File: config.mk
export PLATFORM = sky130hd
export DESIGN_NAME = hand_controller
export DESIGN_NICKNAME = d
export VERILOG_FILES = /design/src/rtl/hand_controller.sv
export SDC_FILE = /design/constraint.sdc
export NUM_CORES = 1
export LEC_CHECK = 0
export BUFFER_PORTS_ARGS = -buffer_cell sky130_fd_sc_hd__clkbuf_2
export CAP_MARGIN = 10
export CORE_MARGIN = 4
export CORE_UTILIZATION = 25
export CTS_CLUSTER_DIAMETER = 150
export DETAILED_ROUTE_END_ITERATION = 8
export MAX_ROUTING_LAYER = met4
export SLEW_MARGIN = 10
export SYNTH_ARGS = -nofsm -noshare
export SYNTH_HDL_FRONTEND = slang
export SYNTH_SLANG_ARGS = --single-unit
File: constraint.sdc
create_clock -name clk -period 8.8 [get_ports clk]
set_input_delay 1.76 -clock clk [delete_from_list [all_inputs] [get_ports clk]]
set_output_delay 1.76 -clock clk [all_outputs]
set_load 0.02 [all_outputs]
File: src/rtl/hand_controller.sv
// Paddle-hand controller: frame-tick timebase, key synchronise/debounce,
// IDLE/MOVE/SWING state machine driving a clipped hand position and speed.
module hand_controller #(
  parameter int unsigned TICK_DIV    = 219089,
  parameter int unsigned DEB_TICKS   = 2,
  parameter logic [8:0]  MIN_Y       = 9'd0,
  parameter logic [8:0]  MAX_Y       = 9'd309,
  parameter logic [8:0]  HOME        = 9'd150,
  parameter int unsigned STEP_MAX    = 15,
  parameter logic [7:0]  SWING_V     = 8'd200,
  parameter int unsigned SWING_TICKS = 4
) (
  input  logic       clk,
  input  logic       rst,
  input  logic       key_up,
  input  logic       key_down,
  input  logic       key_swing,
  input  logic [8:0] pic_y,
  output logic [8:0] handline,
  output logic [7:0] hand_velocity,
  output logic       frame_tick,
  output logic       contact
);

  localparam int unsigned CW = $clog2(TICK_DIV + 1);
  localparam int unsigned DW = $clog2(DEB_TICKS + 1);
  localparam int unsigned SW = $clog2(STEP_MAX + 1);
  localparam int unsigned KW = $clog2(SWING_TICKS + 1);

  typedef enum logic [1:0] {IDLE, MOVE_UP, MOVE_DOWN, SWING} state_e;

  logic [CW-1:0] cnt_q;
  logic [2:0]    keys, sync1_q, sync2_q, deb_q, deb_d;
  logic [DW-1:0] dcnt_q [3];
  logic [DW-1:0] dcnt_d [3];

  state_e        state_q, mv_state;
  logic [SW-1:0] step_q, mv_step;
  logic [KW-1:0] swcnt_q;
  logic [8:0]    handline_q, mv_hl, hl_d, delta;
  logic [7:0]    vel_q, mv_vel;
  logic          contact_q, swing_edge, take_move;
  logic [9:0]    step10, sum10;
  logic [11:0]   vprod;

  assign frame_tick    = (cnt_q == CW'(TICK_DIV - 1));
  assign handline      = handline_q;
  assign hand_velocity = vel_q;
  assign contact       = contact_q;
  assign keys          = {key_swing, key_down, key_up};

  always_ff @(posedge clk) begin
    if (rst)             cnt_q <= '0;
    else if (frame_tick) cnt_q <= '0;
    else                 cnt_q <= cnt_q + 1'b1;
  end

  // Stability counter only advances on ticks where the synced level disagrees.
  always_comb begin
    deb_d = deb_q;
    for (int unsigned k = 0; k < 3; k++) begin
      dcnt_d[k] = dcnt_q[k];
      if (frame_tick) begin
        if (sync2_q[k] != deb_q[k]) begin
          if (dcnt_q[k] == DW'(DEB_TICKS - 1)) begin
            deb_d[k]  = sync2_q[k];
            dcnt_d[k] = '0;
          end else begin
            dcnt_d[k] = dcnt_q[k] + 1'b1;
          end
        end else begin
          dcnt_d[k] = '0;
        end
      end
    end
  end

  always_ff @(posedge clk) begin
    if (rst) begin
      sync1_q <= '0;
      sync2_q <= '0;
      deb_q   <= '0;
      for (int unsigned k = 0; k < 3; k++) dcnt_q[k] <= '0;
    end else begin
      sync1_q <= keys;
      sync2_q <= sync1_q;
      deb_q   <= deb_d;
      for (int unsigned k = 0; k < 3; k++) dcnt_q[k] <= dcnt_d[k];
    end
  end

  // Candidate move outcome; only applied when no swing is active or starting.
  always_comb begin
    swing_edge = deb_d[2] & ~deb_q[2];
    case ({deb_d[0], deb_d[1]})
      2'b10:   mv_state = MOVE_UP;
      2'b01:   mv_state = MOVE_DOWN;
      default: mv_state = IDLE;
    endcase
    if (mv_state == IDLE)         mv_step = '0;
    else if (mv_state != state_q) mv_step = SW'(1);
    else if (step_q >= SW'(STEP_MAX)) mv_step = SW'(STEP_MAX);
    else                          mv_step = step_q + 1'b1;
    step10 = 10'(mv_step);
    sum10  = 10'(handline_q) + step10;
    mv_hl  = handline_q;
    if (mv_state == MOVE_UP) begin
      if (10'(handline_q) >= 10'(MIN_Y) + step10) mv_hl = 9'(10'(handline_q) - step10);
      else                                        mv_hl = MIN_Y;
    end else if (mv_state == MOVE_DOWN) begin
      if (sum10 > 10'(MAX_Y)) mv_hl = MAX_Y;
      else                    mv_hl = sum10[8:0];
    end
    delta     = (mv_hl >= handline_q) ? (mv_hl - handline_q) : (handline_q - mv_hl);
    vprod     = {delta, 3'b000};
    mv_vel    = (|vprod[11:8]) ? 8'hFF : vprod[7:0];
    take_move = (state_q != SWING) && !swing_edge;
    hl_d      = take_move ? mv_hl : handline_q;
  end

  always_ff @(posedge clk) begin
    if (rst) begin
      state_q    <= IDLE;
      step_q     <= '0;
      swcnt_q    <= '0;
      handline_q <= HOME;
      vel_q      <= '0;
      contact_q  <= 1'b0;
    end else begin
      contact_q <= 1'b0;
      if (frame_tick) begin
        contact_q <= (pic_y < hl_d);
        if (state_q != SWING && swing_edge) begin
          state_q <= SWING;
          swcnt_q <= KW'(SWING_TICKS);
          step_q  <= '0;
          vel_q   <= SWING_V;
        end else if (state_q == SWING) begin
          step_q <= '0;
          if (swcnt_q <= KW'(1)) begin
            state_q <= IDLE;
            swcnt_q <= '0;
            vel_q   <= '0;
          end else begin
            swcnt_q <= swcnt_q - 1'b1;
            vel_q   <= SWING_V;
          end
        end else begin
          state_q    <= mv_state;
          step_q     <= mv_step;
          handline_q <= mv_hl;
          vel_q      <= mv_vel;
        end
      end
    end
  end

endmodule

* After elaboration in Yosys (flattened, before gate mapping) *
Memories as Yosys holds them, arrays and structs flattened.
Index checks and enable logic that the tools add are counted.
Widths: inputs -> output; s select.

word-level totals
  bits in writable memories = 6
  flip-flop bits (word level) = 54
  bits of input ports = 14
  memories kept = 1
  word-level logic and storage cells = 107

memory list
  memory  depth  bits a word  rd ports  clocked after memory_dff  wr ports  RTL line  text
  dcnt_q  3      2            3         0                         3         34        logic [DW-1:0] dcnt_q [3];

operators by class
  $add $sub $neg = 10
  magnitude comparators = 6
  equality and inequality tests = 15
  mux-type cells = 46
  reductions and logical operators = 11
  bitwise gates (word level) = 8

operator list
  operator               number
  $mux 9                 6
  $mux 8                 4
  $mux 2                 15
  $mux 4                 5
  $add 18x1->18 const B  1
  $eq 18x18->1 const B   1
  $sub 9x9->9            2
  $mux 1                 12
  $add 9x4->10           1
  $eq 2x1->1 const B     5
  $gt 10x9->1 const B    1
  $ge 9x4->1             1
  $ge 9x9->1             1
  $lt 9x9->1             1
  $mux 3                 3
  $sub 9x4->9            1
  $add 2x1->2 const B    3
  $eq 2x2->1 const B     3
  $add 4x1->4 const B    1
  $ge 4x4->1 const B     1
  $not 1->1              4
  $pmux 2 s2             1
  $reduce_and 2->1       2
  $reduce_or 2->1        2
  14 further kinds       19

* Longest topological paths before layout *
An unclocked memory read counts as a cell.

  depth after elaboration = 21
  mapped depth = 36

* Least setup slack after synthesis *
Ideal clock, no wire load.

  path kind = flip-flop to flip-flop
  start = register cnt_q[2]
  end = register vel_q[6] (netlist: hand_velocity[6])
  stages on the path, launching flop included = 34
  clock period less this slack = 7.655 ns
  data arrival time = 7.529 ns
  path slack = 1.145 ns
  setup time = 0.126 ns
  path through = dfxtp_1 > or4_1 > nor3_1 > nand2_1 > nor3b_1 > mux2i_1 > inv_1 > ha_1 > clkbuf_1 > xnor2_1 > nand2_1 > nor2_1 > a21oi_1 > ha_1 > fa_1 > nor2b_1 > o2111a_1 > or4b_1 > o311a_1 > a31oi_1 > nand2_1 > a22oi_1 > inv_2 > ha_1 > buf_2 > nand4_2 > o31a_1 > a21boi_4 > a21o_1 > buf_6 > mux2_4 > a2111o_1 > a2111oi_1 > o21ai_1

between the ends
  longest elaborated chain between the ends = 18
  elaborated cells on any way between the ends = 31

RTL lines
  what                                              RTL line  text
  start: declaration                                32        logic [CW-1:0] cnt_q;
  start signal: assignment                          55        else cnt_q <= cnt_q + 1'b1;
  $eq 18x18->1 *                                    46        assign frame_tick = (cnt_q == CW'(TICK_DIV - 1));
  $mux 1 *                                          63        if (frame_tick) begin
  net deb_d[0]                                      33        logic [2:0] keys, sync1_q, sync2_q, deb_q, deb_d;
  $eq 2x1->1 / $eq 2x2->1 (equally long branches)   95        case ({deb_d[0], deb_d[1]})
  $pmux 2 s2 *                                      95
  $ne 2x2->1                                        101       else if (mv_state != state_q) mv_step = SW'(1);
  $mux 4                                            101
  $mux 4                                            100       if (mv_state == IDLE) mv_step = '0;
  [... 4 more ...]                                  --
  $mux 9 *                                          107       if (mv_state == MOVE_UP) begin
  net mv_hl[4]                                      40        logic [8:0] handline_q, mv_hl, hl_d, delta;
  $sub 9x9->9 / $ge 9x9->1 (equally long branches)  114       delta = (mv_hl >= handline_q) ? (mv_hl - handline_q) : (handline_q - mv_hl);
  $mux 9 *                                          114
  $reduce_or 4->1                                   116       mv_vel = (|vprod[11:8]) ? 8'hFF : vprod[7:0];
  $mux 8 *                                          116
  $mux 8 *                                          138       end else if (state_q == SWING) begin
  $mux 8 *                                          133       if (state_q != SWING && swing_edge) begin
  end signal: assignment                            152       vel_q <= mv_vel;
  end: declaration                                  41        logic [7:0] vel_q, mv_vel;

The timed path passes the listed nets; every way through them passes the cells marked *.
A chain may end at the register's enable or synchronous reset.

* Final worst setup path *
Same ends and word-level chain as after synthesis.

==> run_results.csv <==
group,metric,value,unit
run_status,outcome,"complete, no violations",
worst_setup_path,critical_path.endpoint_type,"flop",
power,power_density,119,nW/um^2
drt,wl_per_cell,14.4,um
worst_setup_path,start_kind,"flop",
synth,synthArstFlopShare,0,
global_route,grt_overflow_total,0,
floorplan,io_pins,33,
synth,synth_edf_count,0,
drt,wl_met3,547,um
floorplan,std_cell_rows,49,
cts,htreeDepth,3,
synth,yosysWarningCount,0,
worst_setup_path,crit_start,"cnt_q[2]",
cts,clock_path_buffers,2,
layout,antenna_cells,0,
drt,dr.pass1.iters,7,
cts,path_clk_slew,0.06,ns
worst_setup_path,path_class,"reg -> reg",
synth,synth_flop_cell,"dfxtp_1",
synth,synth_cells,607,
cts,clock_latency,0.33,ns
synth,ys_seq_area_frac,0.251,
cts,cts_root_buf,"clkbuf_16",
layout,final_common_cell,"nor2_1",
power,power,0.633,mW
worst_setup_path,required,9.01,ns
global_route,antenna_found_initial,0,
floorplan,initial_core_util,0.256,
layout,post_route_cells_drive_above_1_share,0.116,
worst_setup_path,cpMostUsedCell,"ha_1",
sta,finalClockSkew,0.00856,ns
drt,drt_iter0_markers,236,
synth,postSynthAreaPerCell,7.63,sq um
cts,cts.sinks,58,
drt,drt-met1-wl,6010,um
sta,relSlewSlack,0.488,
worst_setup_path,critical-path-max-stage-delay,0.58,ns
cts,cts_tree,"built",
global_route,grt_start_max_net_pins,36,
floorplan,dieWidth,144,um
synth,syn_area,4630,sq um
worst_setup_path,r2r-start,"cnt_q[2]",
drt,wl,12400,um
floorplan,die_h,144,um
layout,area_growth,14.6,%
worst_setup_path,cp_top_family,"compound AO/OA/AOI/OAI gates",
drt,drc_errors,0,
global_route,grt_pass1_wl,20300,um
floorplan,fp.coreArea,18100,sq um
layout,final_cell_mix,"71 x nor2_1, 58 x dfxtp_1, 56 x nand2_1",
layout,final_nets,686,
sta,setup_tns,0,ns
worst_hold_path,min_path_type,"reg -> reg",
cts,cts_hold_buf,0,
floorplan,dieArea,20800,sq um
sta,fin_crit_sh,0.924,
synth,ys_types,70,
worst_setup_path,critPathBufInv,1,
worst_setup_path,crit_fanout,12,
sta,fmax,0.123,GHz
drt,drt-vias-per-instance,5.00,
drt,vias,4297,
sta,worst_slew_pin_slew,0.768,ns
place,portBuffers,32,
place,gp_routability_congestion,0.917,
synth,yosys_register_bits,58,
drt,dr_wl_met2,5530,um
place,dp_hpwl,9620,um
sta,fin_crit,8.13,ns
worst_setup_path,cp_slowest_cell,"or4_1",
flow_run,maxCapViolCount,0,
synth,syn_nets,667,
sta,hold_viol_final,0,
global_route,grt_usage,0.124,
sta,finalMaxSlewViolations,0,
power,power.leakage,2.20,nW
worst_setup_path,critPathArrivalTime,8.34,ns
power,ir_drop,0.0000823,V
sta,setup_viol,0,
global_route,grt_pass1_vias,4030,
worst_hold_path,hp-start,"sync1_q[2]",
drt,maxUsedRoutingLayer,"met4",
drt,final_antenna_net_count,0,
sta,grt_setup_unrepaired,"false",
cts,cts-buffers-inserted,9,
timing repair:
item                       in CTS  in global routing
buffers inserted                0                  0
gates resized for setup         0                  9
setup endpoints to repair       0                  6
area by class of cell:
class                           instances  area [sq um]
Fill cell                            1937         12800
Multi-Input combinational cell        484          3240
Sequential cell                        58          1160
Tap cell                              229           287
Clock buffer                           10           229
Timing Repair Buffer                   35           183
Inverter                               38           143
Clock inverter                          6          66.3
state kept, by name, indices dropped and copies added (netlist names):
signal,cells
sync1_q,3
deb_q,3
swcnt_q,3
step_q,4
sync2_q,3
handline,9
hand_velocity,6
state_q,2
cnt_q,18
dcnt_q,6
contact,1
cells in the mapped netlist (all sizes together), types with 11 or more instances:
cell type   n  share of area
a21o       12          0.020
a21oi      49          0.053
and3       11          0.015
buf        11          0.016
clkbuf     16          0.013
dfxtp      58           0.25
ha         42           0.11
inv        36          0.029
mux2i      11          0.024
nand2      57          0.046
nand3      26          0.028
nor2       71          0.058
nor2b      16          0.022
nor3       15          0.016
o21ai      28          0.030
xnor2      20          0.039
xor2       12          0.023
routing by layer:
metal,track usage,vias to the layer above
li1,-,2190
met1,0.165,1974
met2,0.190,112
met3,0.0195,21
met4,0.0466,0
met5,-,-
path summary, 6_finish.rpt:
path                                          to  slack, ns  cells past startpoint
worst max-delay path            hand_velocity[6]       0.67                     30
worst min-delay path                  sync2_q[2]       0.43                      1
worst max register to register  hand_velocity[6]       0.67                     30
worst min register to register        sync2_q[2]       0.43                      1
power by group:
| group | total, mW | switching, mW | internal, mW |
|---|---|---|---|
| clock | 0.350 | 0.130 | 0.219 |
| sequential | 0.267 | 0.00206 | 0.265 |
| combinational | 0.0164 | 0.00973 | 0.00664 |
stage by stage:
| step | area, sq um | cells | setup WS, ns | util | hold WS (ns) |
|---|---|---|---|---|---|
| global placement | 4970 | 844 | 0.511 | 0.275 | 0.419 |
| CTS | 5270 | 860 | 0.280 | 0.291 | 0.435 |
| finish | 5310 | 860 | 0.669 | 0.294 | 0.428 |
| floorplan | 4630 | 607 | 1.15 | - | 0.414 |
| detailed placement | 4970 | 844 | 0.333 | 0.275 | 0.423 |
| global route | 5310 | 860 | 0.0433 | 0.294 | 0.450 |
worst reg2reg max path: cells and delay by family (launching register included):
kind            cells  cell delay [ns]
xor+xnor            1             0.13
compound gates     12             3.26
mux                 2             0.65
buf+inv             1             0.10
simple gates       10             2.38
flops               1             0.35
fa+ha+maj           4             1.17
cells by family after synthesis:
family,share of synthesized area
multiplexers,0.0294
XOR/XNOR,0.0621
AND/OR/NAND/NOR,0.250
buffers and inverters,0.0597
flip-flops,0.251
adder cells (fa/ha/maj),0.131
AO/OA/AOI/OAI,0.218
Note: power is estimated with default switching activity, not from simulation.
